--- config.mk ---
export PLATFORM = sky130hd
export DESIGN_NAME = brick_map
export DESIGN_NICKNAME = d
export VERILOG_FILES = /design/src/rtl/brick_pkg.sv /design/src/rtl/brick_row_mem.sv /design/src/rtl/brick_map.sv
export SDC_FILE = /design/constraint.sdc
export NUM_CORES = 1
export LEC_CHECK = 0
export BUFFER_PORTS_ARGS = -buffer_cell sky130_fd_sc_hd__buf_2
export CORE_MARGIN = 10
export CORE_UTILIZATION = 30
export CTS_CLUSTER_DIAMETER = 60
export DETAILED_ROUTE_END_ITERATION = 7
export PLACE_DENSITY = 0.51
export SLEW_MARGIN = 20
export SYNTH_ARGS = -nofsm -noshare
export SYNTH_HDL_FRONTEND = slang
export SYNTH_SLANG_ARGS = --single-unit
--- constraint.sdc ---
create_clock -name clk -period 5 [get_ports clk]
set_input_delay 0.5 -clock clk [delete_from_list [all_inputs] [get_ports clk]]
set_output_delay 0.5 -clock clk [all_outputs]
set_load 0.01 [all_outputs]
--- src/rtl/brick_pkg.sv ---
// Shared definitions for the Breakout brick field: default geometry,
// FSM state encoding and the per-row score weight.
package brick_pkg;

  localparam int DEF_NUM_ROWS   = 8;
  localparam int DEF_NUM_COLS   = 8;
  localparam int DEF_NUM_BRICKS = DEF_NUM_ROWS * DEF_NUM_COLS;

  typedef enum logic [1:0] {
    ST_INIT   = 2'd0,
    ST_IDLE   = 2'd1,
    ST_LOOKUP = 2'd2,
    ST_CLEAR  = 2'd3
  } brick_state_e;

  // Top row (row 0) is worth the most: NUM_ROWS - row.
  function automatic logic [15:0] score_weight(input int nrows, input int row);
    return 16'(nrows - row);
  endfunction

endpackage

--- src/rtl/brick_row_mem.sv ---
// Brick alive-bit array: NUM_ROWS rows of NUM_COLS bits with a row-fill write
// port, a single-bit clear port, a bit probe and one registered row read port.
module brick_row_mem
  import brick_pkg::*;
#(
  parameter int NUM_ROWS = DEF_NUM_ROWS,
  parameter int NUM_COLS = DEF_NUM_COLS,
  parameter int ROW_AW   = 3,
  parameter int COL_AW   = 3
) (
  input  logic                clk,
  input  logic                rst,
  input  logic                fill_en_i,
  input  logic [ROW_AW-1:0]   fill_row_i,
  input  logic                clr_en_i,
  input  logic [ROW_AW-1:0]   clr_row_i,
  input  logic [COL_AW-1:0]   clr_col_i,
  input  logic [ROW_AW-1:0]   probe_row_i,
  input  logic [COL_AW-1:0]   probe_col_i,
  output logic                probe_bit_o,
  input  logic                rd_en_i,
  input  logic [ROW_AW-1:0]   rd_row_i,
  output logic [NUM_COLS-1:0] rd_data_o
);

  logic [NUM_COLS-1:0] rows_q [NUM_ROWS];
  logic [NUM_COLS-1:0] rd_data_q;

  // Storage is deliberately not reset; the INIT sweep defines it.
  always_ff @(posedge clk) begin
    if (fill_en_i) begin
      rows_q[fill_row_i] <= '1;
    end else if (clr_en_i) begin
      rows_q[clr_row_i][clr_col_i] <= 1'b0;
    end
  end

  always_ff @(posedge clk) begin
    if (rst) begin
      rd_data_q <= '0;
    end else begin
      rd_data_q <= rd_en_i ? rows_q[rd_row_i] : '0;
    end
  end

  assign probe_bit_o = rows_q[probe_row_i][probe_col_i];
  assign rd_data_o   = rd_data_q;

endmodule

--- src/rtl/brick_map.sv ---
// Brick field storage, collision resolution (valid/ack) and live-brick count.
// Optional macro BRICK_SCORE_EN adds a saturating 16-bit score output.
module brick_map
  import brick_pkg::*;
#(
  parameter int NUM_ROWS = DEF_NUM_ROWS,
  parameter int NUM_COLS = DEF_NUM_COLS,
  parameter int CNT_W    = 7
) (
  input  logic                clk,
  input  logic                rst,
  input  logic                load_level,
  input  logic                hit_valid,
  input  logic [3:0]          hit_row,
  input  logic [3:0]          hit_col,
  output logic                hit_ack,
  output logic                hit_result,
  input  logic [3:0]          rd_row,
  output logic [NUM_COLS-1:0] bricks,
  output logic [CNT_W-1:0]    bricks_left,
  output logic                all_clear,
`ifdef BRICK_SCORE_EN
  output logic [15:0]         score,
`endif
  output logic                busy
);

  // Handshake: the requester raises hit_valid with stable hit_row/hit_col and
  // holds them until hit_ack; hit_result is valid only while hit_ack is high.
  // hit_valid still high in the cycle after hit_ack is a fresh request.

  localparam int ROW_AW = (NUM_ROWS > 1) ? $clog2(NUM_ROWS) : 1;
  localparam int COL_AW = (NUM_COLS > 1) ? $clog2(NUM_COLS) : 1;
  localparam logic [4:0]        ROW_LIM  = 5'(NUM_ROWS);
  localparam logic [4:0]        COL_LIM  = 5'(NUM_COLS);
  localparam logic [ROW_AW-1:0] LAST_ROW = ROW_AW'(NUM_ROWS - 1);
  localparam logic [CNT_W-1:0]  FULL_CNT = CNT_W'(NUM_ROWS * NUM_COLS);

  brick_state_e      state_q, state_d;
  logic [ROW_AW-1:0] init_idx_q, init_idx_d;
  logic [ROW_AW-1:0] req_row_q, req_row_d;
  logic [COL_AW-1:0] req_col_q, req_col_d;
  logic              req_ok_q, req_ok_d;
  logic              hit_bit_q, hit_bit_d;
  logic [CNT_W-1:0]  left_q, left_d;
  logic              ack_q, ack_d;
  logic              res_q, res_d;

  logic              fill_en, clr_en, probe_bit, rd_en, abort;
  logic              hit_in_range, rd_in_range;

  assign hit_in_range = ({1'b0, hit_row} < ROW_LIM) && ({1'b0, hit_col} < COL_LIM);
  assign rd_in_range  = ({1'b0, rd_row} < ROW_LIM);

  always_ff @(posedge clk) begin
    if (rst) begin
      state_q <= ST_INIT;
    end else begin
      state_q <= state_d;
    end
  end

  always_comb begin
    state_d = state_q;
    if (load_level) begin
      state_d = ST_INIT;
    end else begin
      case (state_q)
        ST_INIT:   if (init_idx_q == LAST_ROW) state_d = ST_IDLE;
        ST_IDLE:   if (hit_valid) state_d = ST_LOOKUP;
        ST_LOOKUP: state_d = ST_CLEAR;
        ST_CLEAR:  state_d = ST_IDLE;
        default:   state_d = ST_INIT;
      endcase
    end
  end

  // Datapath next-state; load_level overrides any in-flight work.
  always_comb begin
    init_idx_d = init_idx_q;
    req_row_d  = req_row_q;
    req_col_d  = req_col_q;
    req_ok_d   = req_ok_q;
    hit_bit_d  = hit_bit_q;
    left_d     = left_q;
    ack_d      = 1'b0;
    res_d      = 1'b0;
    fill_en    = 1'b0;
    clr_en     = 1'b0;
    if (load_level) begin
      init_idx_d = '0;
      left_d     = '0;
    end else begin
      case (state_q)
        ST_INIT: begin
          fill_en    = 1'b1;
          init_idx_d = init_idx_q + 1'b1;
          if (init_idx_q == LAST_ROW) begin
            init_idx_d = '0;
            left_d     = FULL_CNT;
          end
        end
        ST_IDLE: begin
          if (hit_valid) begin
            req_row_d = hit_row[ROW_AW-1:0];
            req_col_d = hit_col[COL_AW-1:0];
            req_ok_d  = hit_in_range;
          end
        end
        ST_LOOKUP: hit_bit_d = req_ok_q & probe_bit;
        ST_CLEAR: begin
          ack_d = 1'b1;
          res_d = hit_bit_q;
          if (hit_bit_q) begin
            clr_en = 1'b1;
            left_d = left_q - 1'b1;
          end
        end
        default: ;
      endcase
    end
  end

  always_ff @(posedge clk) begin
    if (rst) begin
      init_idx_q <= '0;
      req_row_q  <= '0;
      req_col_q  <= '0;
      req_ok_q   <= 1'b0;
      hit_bit_q  <= 1'b0;
      left_q     <= '0;
      ack_q      <= 1'b0;
      res_q      <= 1'b0;
    end else begin
      init_idx_q <= init_idx_d;
      req_row_q  <= req_row_d;
      req_col_q  <= req_col_d;
      req_ok_q   <= req_ok_d;
      hit_bit_q  <= hit_bit_d;
      left_q     <= left_d;
      ack_q      <= ack_d;
      res_q      <= res_d;
    end
  end

  // A level load arriving mid-request acks it immediately with a miss.
  always_comb begin
    busy       = (state_q == ST_INIT);
    abort      = load_level && !rst && ((state_q == ST_LOOKUP) || (state_q == ST_CLEAR));
    hit_ack    = ack_q | abort;
    hit_result = res_q & ~abort;
    all_clear  = (left_q == '0) && (state_q != ST_INIT);
    rd_en      = rd_in_range && (state_q != ST_INIT);
  end

  assign bricks_left = left_q;

  brick_row_mem #(
    .NUM_ROWS (NUM_ROWS),
    .NUM_COLS (NUM_COLS),
    .ROW_AW   (ROW_AW),
    .COL_AW   (COL_AW)
  ) u_mem (
    .clk         (clk),
    .rst         (rst),
    .fill_en_i   (fill_en),
    .fill_row_i  (init_idx_q),
    .clr_en_i    (clr_en),
    .clr_row_i   (req_row_q),
    .clr_col_i   (req_col_q),
    .probe_row_i (req_row_q),
    .probe_col_i (req_col_q),
    .probe_bit_o (probe_bit),
    .rd_en_i     (rd_en),
    .rd_row_i    (rd_row[ROW_AW-1:0]),
    .rd_data_o   (bricks)
  );

`ifdef BRICK_SCORE_EN
  logic [15:0] score_q, score_d;
  logic [16:0] score_sum;

  always_comb begin
    score_sum = {1'b0, score_q} + {1'b0, score_weight(NUM_ROWS, int'(req_row_q))};
    score_d   = score_q;
    if (clr_en) score_d = score_sum[16] ? 16'hFFFF : score_sum[15:0];
  end

  // Only rst clears the score; it survives level loads.
  always_ff @(posedge clk) begin
    if (rst) begin
      score_q <= '0;
    end else begin
      score_q <= score_d;
    end
  end

  assign score = score_q;
`endif

endmodule

==> results.md <==
* Outcome: complete, no violations
* N_diodes at 0
* Later-pin clock latency in the skew report at between 0.3 and 0.4 ns
* CP max FO at 27
* H-Tree Depth at 3
* Crit share post-route at 0.580
* RSZ-0062 raised after global routing: no
* Most common cell after layout, fill and taps aside: nor2_1
* Post-synthesis sequential area ratio at 0.547
* Cell Int Power at between 1 and 1.5 mW
* Fin nets at 424
* Core Rows at 45
* Post-route cell area at 5330 um2
* CTS max path bufs at 2
* Hold-fix buffers, CTS at 0
* Top_reg_cell synth: edfxtp_1
* GR Overflow Total at 0
* Largest net degree at the start of global routing at 41
* Post-route setup TNS at 0 ns
* Via count at about 3.1k
* Synth cell types at 44
* Drt initial violations at ~220
* Initial antenna violation count at 0
* Slew @ Worst Pin at 1.05 ns
* Pleak at 1.99 nW
* CORE AREA at 15300 um2
* Initial Utilization at 0.308
* Worst R2R Path Depth at 7
* EDFF count, synth at 64
* Die area at about 21000 um2
* CTS Buf Count at 9
* Final count of pins violating max slew at 0
* Final Hold Viols at 0
* Dpl hpwl at 7890 um
* CP required at 5.05 ns
* DR WL/cell at ~19 um
* Critical path type: register to register
* Root buffer cell: clkbuf_16
* Sw Share at 0.207
* Iteration count of the initial detailed-routing pass at 4
* Post-Synthesis Cells at approximately 380
* Via-per-instance ratio at 5.00
* Sequential group share of total power at 0.536
* Ys async rst share at 0
* First-pass GRT wire length at between 15000 and 20000 um
* Area after DPL at slightly above 5000 um2
* Final hold slack at between 0.4 and 0.5 ns
* Fmax at about 340 MHz
* Critical Path End Type: register
* Yosys Warn Count at 0
* Routed Antenna Nets at 0
* DIE WIDTH at about 150 um
* GRT Util Overall at 0.108
* Worst-path clk slew at approximately 0.060 ns
* Clock power share at 0.424
* Max cap viols at 0
* # clock sinks at between 90 and 100
* GP Congestion at between 0.7 and 0.8
* Final wirelength at about 12000 um
* Top Ports at 35
* TritonCTS clock tree: done
* Minimum clock period at between 2 and 3 ns
* Hold crit path type: input port to register
* Post_cts resized at 0
* Peak supply drop at between 150 and 200 uV
* #FFs+latches synth at 97
* Cell area after synthesis at between 4000 and 5000 um2
* Vias in the first global route at just over 3k
* PwrDens at around 300 nW/um2
* CP startpoint kind: register
* Number of port buffers at 34
* Final setup vio count at 0
* Most frequent cells in the layout: nor2_1, edfxtp_1, buf_2
* Combinational share of power at 0.039
* Syn Nets at ~400
* Hold Path Stages at 3
* Slew HR at 0.301
* Post-CTS Setup Bufs at 0
* Drt drc at 0
* Die Ht at around 150 um
* Share of post-route cells with drive strength above 1 at 0.185
* Worst EP arrival at roughly 3 ns
* Fin Clk Skew at ~0.011 ns
* Layout Area Growth over Synthesis at 12.8%
* Syn_area_per_cell at 12.6 um2
* P_sw at 0.329 mW
-- cell usage after synthesis (2+ instances only) --
cell type | number | area (um2)
nor2_1 | 99 | 372
edfxtp_1 | 64 | 1920
dfxtp_1 | 33 | 661
mux2i_1 | 24 | 240
mux4_2 | 23 | 518
nand2_1 | 13 | 48.8
a21oi_1 | 10 | 50.1
inv_1 | 9 | 33.8
mux4_1 | 9 | 236
buf_2 | 7 | 35.0
clkbuf_1 | 7 | 26.3
ha_1 | 7 | 87.6
nand3_1 | 7 | 35.0
a31oi_1 | 6 | 37.5
nand2b_1 | 5 | 31.3
nor3_1 | 5 | 25.0
nand3b_1 | 4 | 30.0
nor2b_1 | 4 | 25.0
o21ai_0 | 4 | 20.0
o211ai_1 | 3 | 22.5
xor2_1 | 3 | 26.3
buf_1 | 2 | 7.51
buf_6 | 2 | 22.5
mux2_2 | 2 | 22.5
nor4b_1 | 2 | 17.5
o21ai_1 | 2 | 10.0
or3_1 | 2 | 12.5
-- worst max-delay path, cell delays in order (launching register included) --
cell	delay, ns
dfxtp_1	0.36
inv_1	0.09
ha_1	0.34
and4bb_2	0.55
inv_1	0.39
o31ai_1	0.39
nand2_1	0.30
nor2_1	0.19
-- cell type report --
cell class | count | area, um2
Sequential cell | 97 | 2580
Inverter | 9 | 33.8
Fill cell | 1543 | 9990
Clock inverter | 4 | 46.3
Multi-Input combinational cell | 249 | 1990
Tap cell | 211 | 264
Clock buffer | 12 | 236
Timing Repair Buffer | 35 | 178
-- power groups by stage --
| stage | Clock [mW] | Combinational (mW) | Sequential, mW |
|---|---|---|---|
| global placement | 0 | 0.0621 | 0.870 |
| global route | 0.725 | 0.0680 | 0.852 |
| floorplan | 0 | 0.0433 | 0.869 |
| CTS | 0.691 | 0.0633 | 0.852 |
| detailed placement | 0 | 0.0631 | 0.870 |
| finish | 0.674 | 0.0620 | 0.852 |
-- registers in the layout, summed over array words and instances, names as in the netlist, named ones only --
name             flops
ack_q                1
bricks_left          7
hit_bit_q            1
init_idx_q           3
req_col_q            3
req_ok_q             1
req_row_q            3
res_q                1
state_q              2
u_mem.rd_data_o      8
u_mem.rows_q        64
-- through the flow --
stage          utilization  setup slack, ns  power, mW  cells
2_1_floorplan            -             2.37      0.912    375
3_3_place_gp         0.329             2.16      0.932    601
3_5_place_dp         0.329             2.05      0.933    601
4_1_cts              0.348             2.04       1.61    617
5_1_grt              0.348             1.75       1.64    617
6_report             0.348             2.10       1.59    617
-- layer usage --
layer	track usage	wire, um
met4	0.0394	153
met5	0	0
met1	0.135	5080
met2	0.179	5580
met3	0.0233	698
-- final timing paths --
path	startpoint	endpoint	slack (ns)
worst max-delay path	state_q[0]	u_mem.rows_q[0][4]	2.10
worst min register to register	bricks_left[1]	bricks_left[1]	0.51
worst max register to register	state_q[0]	u_mem.rows_q[0][4]	2.10
worst min-delay path	hit_col[1]	req_col_q[1]	0.42
-- logic make-up (layout without fill, tap and decap cells) --
kind of cell | count (synthesis) | in the layout | synth area share
AOI/OAI and AO/OA | 30 | 30 | 0.0382
xor gates and xnor gates | 4 | 4 | 0.00742
adders and majority gates | 7 | 7 | 0.0185
buffers and inverters | 29 | 60 | 0.0323
DFF | 97 | 97 | 0.547
muxes | 58 | 58 | 0.215
and+or+nand+nor | 150 | 150 | 0.141
Note: power is estimated with default switching activity, not from simulation.
